### config.mk
export PLATFORM = sky130hd
export DESIGN_NAME = r408_dbus_arb
export DESIGN_NICKNAME = d
export VERILOG_FILES = /design/src/rtl/r408_bus_pkg.sv /design/src/rtl/r408_rr_pick.sv /design/src/rtl/r408_dbus_arb.sv
export SDC_FILE = /design/constraint.sdc
export NUM_CORES = 1
export LEC_CHECK = 0
export BUFFER_PORTS_ARGS = -buffer_cell sky130_fd_sc_hd__buf_2
export CAP_MARGIN = 20
export CORE_MARGIN = 4
export CORE_UTILIZATION = 49
export CTS_BUF_LIST = sky130_fd_sc_hd__clkbuf_8
export DETAILED_ROUTE_END_ITERATION = 10
export PLACE_DENSITY = 0.89
export SLEW_MARGIN = 20
export SYNTH_ARGS = -nofsm -noshare
export SYNTH_HDL_FRONTEND = slang
export SYNTH_SLANG_ARGS = --single-unit
### constraint.sdc
create_clock -name clk -period 5.55 [get_ports clk]
set_input_delay 1.3875 -clock clk [delete_from_list [all_inputs] [get_ports clk]]
set_output_delay 1.3875 -clock clk [all_outputs]
set_load 0.01 [all_outputs]
### src/rtl/r408_bus_pkg.sv
// Shared definitions for the R408 data-bus arbiter: FSM encoding, default widths
// and the read data returned to a master whose transaction timed out.
package r408_bus_pkg;

  localparam int AW_DEF = 16;
  localparam int DW_DEF = 8;

  localparam logic [7:0] TIMEOUT_RDATA = 8'hFF;

  typedef enum logic [1:0] {
    ARB_IDLE = 2'd0,
    ARB_GNT0 = 2'd1,
    ARB_GNT1 = 2'd2,
    ARB_DONE = 2'd3
  } arb_state_e;

endpackage

### src/rtl/r408_rr_pick.sv
// Two-way round-robin pick: a lone requester always wins; on contention the
// master that was not granted last wins (last=1 means m1 was granted last).
module r408_rr_pick (
  input  logic req0,
  input  logic req1,
  input  logic last,
  output logic gnt0,
  output logic gnt1
);

  assign gnt0 = req0 & (~req1 | last);
  assign gnt1 = req1 & (~req0 | ~last);

endmodule

### src/rtl/r408_dbus_arb.sv
// Two-master arbiter for the R408 8-bit D-bus: round-robin grant, one transaction
// in flight, registered slave strobes and a per-transaction s_rdy timeout.
module r408_dbus_arb
  import r408_bus_pkg::*;
#(
  parameter int AW   = AW_DEF,
  parameter int DW   = DW_DEF,
  parameter int TO_W = 8
) (
  input  logic          clk,
  input  logic          rst,
  input  logic [AW-1:0] m0_addr,
  input  logic [DW-1:0] m0_wdata,
  input  logic          m0_read,
  input  logic          m0_write,
  output logic [DW-1:0] m0_rdata,
  output logic          m0_rdy,
  output logic          m0_err,
  input  logic [AW-1:0] m1_addr,
  input  logic [DW-1:0] m1_wdata,
  input  logic          m1_read,
  input  logic          m1_write,
  output logic [DW-1:0] m1_rdata,
  output logic          m1_rdy,
  output logic          m1_err,
  output logic [AW-1:0] s_addr,
  output logic [DW-1:0] s_wdata,
  output logic          s_read,
  output logic          s_write,
  input  logic [DW-1:0] s_rdata,
  input  logic          s_rdy,
  output logic [7:0]    err_cnt
);

  // Strobes are held for 2**TO_W-1 cycles: tcnt counts 0 .. all-ones-minus-one.
  localparam logic [TO_W-1:0] TO_FIRE = {{(TO_W-1){1'b1}}, 1'b0};
  localparam logic [TO_W-1:0] TO_ONE  = {{(TO_W-1){1'b0}}, 1'b1};

  arb_state_e      state_q, state_d;
  logic            last_grant_q;
  logic [TO_W-1:0] tcnt_q;
  logic [7:0]      err_cnt_q;
  logic [AW-1:0]   s_addr_q;
  logic [DW-1:0]   s_wdata_q;
  logic            s_read_q, s_write_q;
  logic [DW-1:0]   m0_rdata_q, m1_rdata_q;
  logic            m0_rdy_q, m1_rdy_q, m0_err_q, m1_err_q;

  logic pick_g0, pick_g1;
  logic done_ok, done_to;

  r408_rr_pick u_pick (
    .req0 (m0_read | m0_write),
    .req1 (m1_read | m1_write),
    .last (last_grant_q),
    .gnt0 (pick_g0),
    .gnt1 (pick_g1)
  );

  always_comb begin
    state_d = state_q;
    done_ok = 1'b0;
    done_to = 1'b0;
    case (state_q)
      ARB_IDLE: begin
        if (pick_g0)      state_d = ARB_GNT0;
        else if (pick_g1) state_d = ARB_GNT1;
      end
      ARB_GNT0, ARB_GNT1: begin
        // A completion on the timeout cycle is treated as a normal completion.
        if (s_rdy) begin
          done_ok = 1'b1;
          state_d = ARB_DONE;
        end else if (tcnt_q == TO_FIRE) begin
          done_to = 1'b1;
          state_d = ARB_DONE;
        end
      end
      default: state_d = ARB_IDLE;
    endcase
  end

  always_ff @(posedge clk) begin
    if (rst) begin
      state_q      <= ARB_IDLE;
      last_grant_q <= 1'b1;
      tcnt_q       <= '0;
      err_cnt_q    <= '0;
      s_addr_q     <= '0;
      s_wdata_q    <= '0;
      s_read_q     <= 1'b0;
      s_write_q    <= 1'b0;
      m0_rdata_q   <= '0;
      m1_rdata_q   <= '0;
      m0_rdy_q     <= 1'b0;
      m1_rdy_q     <= 1'b0;
      m0_err_q     <= 1'b0;
      m1_err_q     <= 1'b0;
    end else begin
      state_q  <= state_d;
      m0_rdy_q <= 1'b0;
      m1_rdy_q <= 1'b0;
      m0_err_q <= 1'b0;
      m1_err_q <= 1'b0;
      case (state_q)
        ARB_IDLE: begin
          // read&write together counts as a write.
          if (pick_g0) begin
            s_addr_q     <= m0_addr;
            s_wdata_q    <= m0_wdata;
            s_write_q    <= m0_write;
            s_read_q     <= m0_read & ~m0_write;
            last_grant_q <= 1'b0;
          end else if (pick_g1) begin
            s_addr_q     <= m1_addr;
            s_wdata_q    <= m1_wdata;
            s_write_q    <= m1_write;
            s_read_q     <= m1_read & ~m1_write;
            last_grant_q <= 1'b1;
          end
        end
        ARB_GNT0, ARB_GNT1: begin
          if (done_ok || done_to) begin
            s_read_q  <= 1'b0;
            s_write_q <= 1'b0;
            if (state_q == ARB_GNT0) begin
              m0_rdy_q   <= 1'b1;
              m0_err_q   <= done_to;
              m0_rdata_q <= done_ok ? s_rdata : DW'(TIMEOUT_RDATA);
            end else begin
              m1_rdy_q   <= 1'b1;
              m1_err_q   <= done_to;
              m1_rdata_q <= done_ok ? s_rdata : DW'(TIMEOUT_RDATA);
            end
            if (done_to && err_cnt_q != 8'hFF) err_cnt_q <= err_cnt_q + 8'd1;
          end else begin
            tcnt_q <= tcnt_q + TO_ONE;
          end
        end
        default: tcnt_q <= '0;
      endcase
    end
  end

  assign s_addr   = s_addr_q;
  assign s_wdata  = s_wdata_q;
  assign s_read   = s_read_q;
  assign s_write  = s_write_q;
  assign m0_rdata = m0_rdata_q;
  assign m1_rdata = m1_rdata_q;
  assign m0_rdy   = m0_rdy_q;
  assign m1_rdy   = m1_rdy_q;
  assign m0_err   = m0_err_q;
  assign m1_err   = m1_err_q;
  assign err_cnt  = err_cnt_q;

endmodule
=== Yosys cells after proc, flatten, opt, wreduce, memory -nomap -nowiden ===
Cells that the tools add are included.
Widths: inputs -> output; s select.

* Register bits after elaboration: 65
* Memory bits (writable): 0
* Bits in latches: 0
* Memories: 0
* ROM bits: 0

* $add $sub $neg: 2
* Multiply operators: 0
* Eq/ne operators: 8
* Reduce and logical (&&, ||, !) cells: 16
* $lt $le $gt $ge: 0
* Shifts and indexed selects: 0
* Divide/modulo/power cells: 0
* Muxes and demuxes: 28
* Bitwise operators: 17

{| class="wikitable"
|+ Operators by type and width
! operator !! count
|-
| $mux 16 || 2
|-
| $mux 8 || 4
|-
| $add 8x1->8 const B || 2
|-
| $pmux 8 s2 || 1
|-
| $mux 1 || 14
|-
| $reduce_and 3->1 || 4
|-
| $not 1->1 || 9
|-
| $eq 8x8->1 const B || 1
|-
| $mux 2 || 4
|-
| $ne 8x8->1 const B || 1
|-
| $reduce_or 4->1 || 2
|-
| $ne 3x3->1 const B || 2
|-
| $reduce_and 2->1 || 3
|-
| $and 1x1->1 || 4
|-
| $ne 2x2->1 const B || 2
|-
| $or 1x1->1 || 4
|-
| $pmux 1 s2 || 2
|-
| $pmux 2 s2 || 1
|-
| $reduce_bool 2->1 || 2
|-
| $reduce_or 3->1 || 1
|-
| $eq 2x1->1 const B || 1
|-
| $eq 2x2->1 const B || 1
|-
| $logic_not 2->1 || 1
|-
| $reduce_or 2->1 || 1
|-
| other kinds (2) || 2
|}

=== Depth between registers and ports, before layout ===
* Depth after elaboration: 7
* Depth in mapped cells: 9
* Depth with buffers taken out: 6

=== By module ===
Synthesis repeated with hierarchy kept, for this count alone.

* Cells, all modules: 318
* Area total of the unflattened synthesis: 2900.3 um^2

{| class="wikitable"
|+ By module, submodules not included
! module !! area each (um^2) !! cells an instance !! seq. area each (um^2) !! times used
|-
| r408_dbus_arb || 2881.5 || 315 || 1301.2 || 1
|-
| r408_rr_pick || 18.8 || 3 || 0.0 || 1
|}

=== Worst setup path before layout ===
Ideal clock, no wire load.

* Path type: input -> register
* Start point: in s_rdy
* End point: reg err_cnt_q[7], in the netlist err_cnt[7]
* Path slack: 2.842 ns
* Stages on the path: 5
* Data required time: 5.429 ns
* Arrival: 2.587 ns
* Buffers on the path: 1
* Library setup time: 0.121 ns
* Path through: nor2b_1 or3b_1 buf_2 nor4_1 mux2_2

* Word-level cells in the longest chain between the ends: 4
* Elaborated cells on any way between the ends: 7

{| class="wikitable"
|+ Ends and longest elaborated chain
! item !! line !! source
|-
| from (decl) || r408_dbus_arb.sv:31 || <nowiki>input logic s_rdy,</nowiki>
|-
| $mux 1 || r408_dbus_arb.sv:71 || <nowiki>if (s_rdy) begin</nowiki>
|-
| $mux 1 || r408_dbus_arb.sv:64 || <nowiki>case (state_q)</nowiki>
|-
| $logic_or 1x1->1 / $logic_and 1x1->1 (equally long branches) || r408_dbus_arb.sv:123, r408_dbus_arb.sv:135 ||
|-
| $reduce_and 3->1 (no source line) * || n/a ||
|-
| to (signal assigned) || r408_dbus_arb.sv:135 || <nowiki>if (done_to && err_cnt_q != 8'hFF) err_cnt_q <= err_cnt_q + 8'd1;</nowiki>
|-
| to (decl) || r408_dbus_arb.sv:42 || <nowiki>logic [7:0] err_cnt_q;</nowiki>
|}

Mark *: on every way between the ends. The rest lies on a longest branch, timed or not.
A chain may end at the register's enable or synchronous reset.

=== Worst setup path after layout ===
* Start point: in s_rdy
* End point: reg tcnt_q[7]

* Word-level cells in the longest chain between the ends: 5
* Elaborated cells on any way between the ends: 7

{| class="wikitable"
|+ Ends and longest elaborated chain
! item !! line !! source
|-
| $mux 1 || r408_dbus_arb.sv:71 ||
|-
| $mux 1 || r408_dbus_arb.sv:64 ||
|-
| $logic_or 1x1->1 * || r408_dbus_arb.sv:123 || <nowiki>if (done_ok || done_to) begin</nowiki>
|-
| $ne 2x2->1 (no source line) * || n/a ||
|-
| $reduce_and 2->1 (no source line) * || n/a ||
|-
| to (signal assigned) || r408_dbus_arb.sv:137 || <nowiki>tcnt_q <= tcnt_q + TO_ONE;</nowiki>
|-
| to (decl) || r408_dbus_arb.sv:41 || <nowiki>logic [TO_W-1:0] tcnt_q;</nowiki>
|}

Marked as above.

==> key figures <==
Status
  • Outcome: completed

GRT
  • Largest net degree at the start of global routing: 50
  • GRT Residual Overflow: 0
  • Gr usage total: 0.204
  • Global-route wire length before repair: 12.0 mm
  • Antenna violations before repair: 0
  • Number of global-route vias before repair: between 2000 and 3000

Clock network
  • CTS tree: built
  • Clock Pin Slew Worst Setup and Hold Paths: 60 ps
  • Skew-Pair Late Insertion Delay: 340 ps
  • H-tree depth: 3
  • CTS hold repair buffers: 0
  • Bufs on Longest Clock Path: 2
  • CTS Buf Count: 9
  • CTS sink cnt: 65
  • Resized cells post-CTS: 0
  • Post-CTS Setup Repair Bufs: 0
  • Root Driver: clkbuf_8

Routing
  • Routed WL: approximately 7.3 mm
  • Detail Route Antenna Nets: 0
  • Met2 wire length: roughly 3.7 mm
  • Vias per cell: about 5.5
  • # DRC: 0
  • Vias: 2802
  • Met3 routed WL: 519 µm
  • Top layer in use: met4
  • DRT iter0 DRCs: 157
  • Wire per inst: 14.3 µm
  • Met1 Wirelength: around 2.9 mm
  • DR pass1 iterations: 4

Synthesis
  • Seq/Total Area, Yosys: 0.450
  • Synth top area cells: dfxtp_1 (45%), mux2i_1 (8.7%), a21oi_1 (8.0%)
  • Synth top area share: 0.450
  • Mapped Area: around 2900 µm²
  • Cell taking the most area after synthesis: dfxtp_1
  • Synth warn: 0
  • Synth Instances: 329
  • Yosys reg bits: 65
  • Number of distinct library cells after synthesis: 41
  • Syn_nets: 398
  • Mean Syn Cell Area: 8.79 µm²
  • Post-synth EDFFs: 0
  • Most common flop cell mapped by yosys: dfxtp_1
  • Asr flop ratio synth: 0

Worst setup path
  • Setup crit end kind: register
  • Critical path, cell by cell: buf_2 > nand2_1 > o21ai_1 > or4_1 > a21oi_1
  • Crit Path Max Fanout: 19
  • Largest stage delay, worst path: about 600 ps
  • Slowest-stage cell, CP: or4_1
  • Critical Path Start Type: primary input
  • Worst Path Arrival: 3140 ps
  • Critical Path RT: between 5000 and 6000 ps
  • CP Class: in -> reg

Die
  • Ports: between 100 and 150
  • Die height: 84.8 µm
  • DIE WIDTH: roughly 85 µm
  • Core area: 5610 µm²
  • DIE AREA: between 7000 and 8000 µm²
  • Initial Util: 0.516
  • Row Count: 27

STA
  • Setup total negative slack: 0 ps
  • RSZ-0062 raised after global routing: false
  • Final setup vio count: 0
  • Worst-margin pin slew: 1090 ps
  • Rel. slew slack: 0.276
  • Period minus WS final: 2880 ps
  • Fmax: approximately 350 MHz
  • Worst-case clock skew: 10.9 ps
  • Final-report hold violation count: 0
  • Fin. max-slew vios: 0
  • Period Utilization, post-route: 0.519

Flow run
  • Max-cap violations: 0

Final layout
  • Filler cell count: 490
  • Final Util: 0.653
  • Register area: 1300 µm²
  • NumNets Final: 501
  • Layout cells sized above 1: 0.314
  • Area Growth Syn to Fin: 26.5%
  • Multi-input gate area: 1480 µm²
  • N_diodes: 0

Place
  • GP Congestion: about 0.80
  • I/O Buffers: 116
  • Dpl hpwl: 5.32 mm

Power
  • Leak: roughly 1.6 nW
  • Worst vdd ir: roughly 0.22 mV
  • PD cells: 440 nW/µm²

Min path
  • Worst Hold Class: reg -> reg
-- area by class of cell --
type,count,share of cell area
multi-input cells,233,0.405
inverters,6,0.00615
repair buffers,117,0.161
well taps,72,0.0246
clock inverters,5,0.00615
clock buffers,11,0.0414
flip-flops and latches,65,0.356
-- cell usage in the layout, fill, tap and decap left out, drive strengths merged, types with 10 or more instances in the layout --
cell type,count
a21oi,46
buf,117
clkbuf,11
dfxtp,65
mux2i,25
nand2,11
nor2,27
nor3,10
o21a,10
o21ai,32
-- power by group --
group | switching (mW) | total, mW | internal (mW)
Clock | 0.167 | 0.348 | 0.181
Sequential | 0.0574 | 0.638 | 0.581
Combinational | 0.383 | 0.623 | 0.239
Total | 0.607 | 1.61 | 1.00
-- layer usage --
metal,GRT usage,vias up
li1,-,1407
met1,0.224,1290
met2,0.361,94
met3,0.0718,11
met4,0.0777,0
met5,0,-
-- worst paths after layout --
kind                            start                  endpoint  slack [ps]  cells past startpoint
min          m1_rdata[2]$_SDFFE_PP0P_  m1_rdata[2]$_SDFFE_PP0P_         460                      1
max reg2reg   state_q[0]$_SDFFE_PP0P_    tcnt_q[7]$_SDFFE_PP0P_        2970                      6
max                             s_rdy    tcnt_q[7]$_SDFFE_PP0P_        2670                      5
min reg2reg  m1_rdata[2]$_SDFFE_PP0P_  m1_rdata[2]$_SDFFE_PP0P_         460                      1
-- per-stage QoR --
step | area, µm² | setup WS (ps) | cells | total power, mW | hold WS [ps]
5_1_grt | 3660 | 2460 | 509 | 1.73 | 488
3_3_place_gp | 3490 | 2410 | 493 | 1.24 | 445
6_report | 3660 | 2670 | 509 | 1.61 | 465
3_5_place_dp | 3490 | 2360 | 493 | 1.27 | 453
2_1_floorplan | 2890 | 2840 | 329 | 1.07 | 465
4_1_cts | 3660 | 2690 | 509 | 1.62 | 468
-- Yosys cell counts, types with 2 or more instances --
cell type and instances:
nor4_1 4, a211oi_1 8, o21ai_0 31, nor2_1 27, or3_1 6, mux2i_1 25, ha_1 6, a211o_1 2
o22ai_1 2, nand3_1 5, buf_2 6, o21bai_1 2, dfxtp_1 65, o41ai_1 3, nor2b_1 4, and3_1 2
or4_1 4, clkbuf_1 18, nand4_1 3, a21oi_1 46, inv_1 6, nor3_1 10, o21a_1 10, o31ai_1 5
nand2_1 11, nand2b_1 3
-- critical path, delay by kind of cell --
kind	cells	cell delay [ps]
AO/OA/AOI/OAI	2	630
AND/OR/NAND/NOR	2	1020
buffers and inverters	1	110
-- registers in the layout, summed over array words and instances (netlist names), 2 cells and up --
register	count
s_wdata	8
err_cnt	8
tcnt_q	8
m0_rdata	8
state_q	2
s_addr	16
m1_rdata	8
-- cells by family (layout without fill, tap and decap cells) --
| kind of cell | after synthesis | count (layout) | synth area share |
|---|---|---|---|
| AO/OA/AOI/OAI | 117 | 117 | 0.241 |
| XOR/XNOR | 1 | 1 | 0.00303 |
| adder cells (fa/ha/maj) | 6 | 6 | 0.0260 |
| buffers and inverters | 31 | 139 | 0.0428 |
| flip-flops | 65 | 65 | 0.450 |
| multiplexers | 26 | 26 | 0.0904 |
| AND/OR/NAND/NOR | 83 | 83 | 0.147 |
Power figures use the tool's default switching activity.
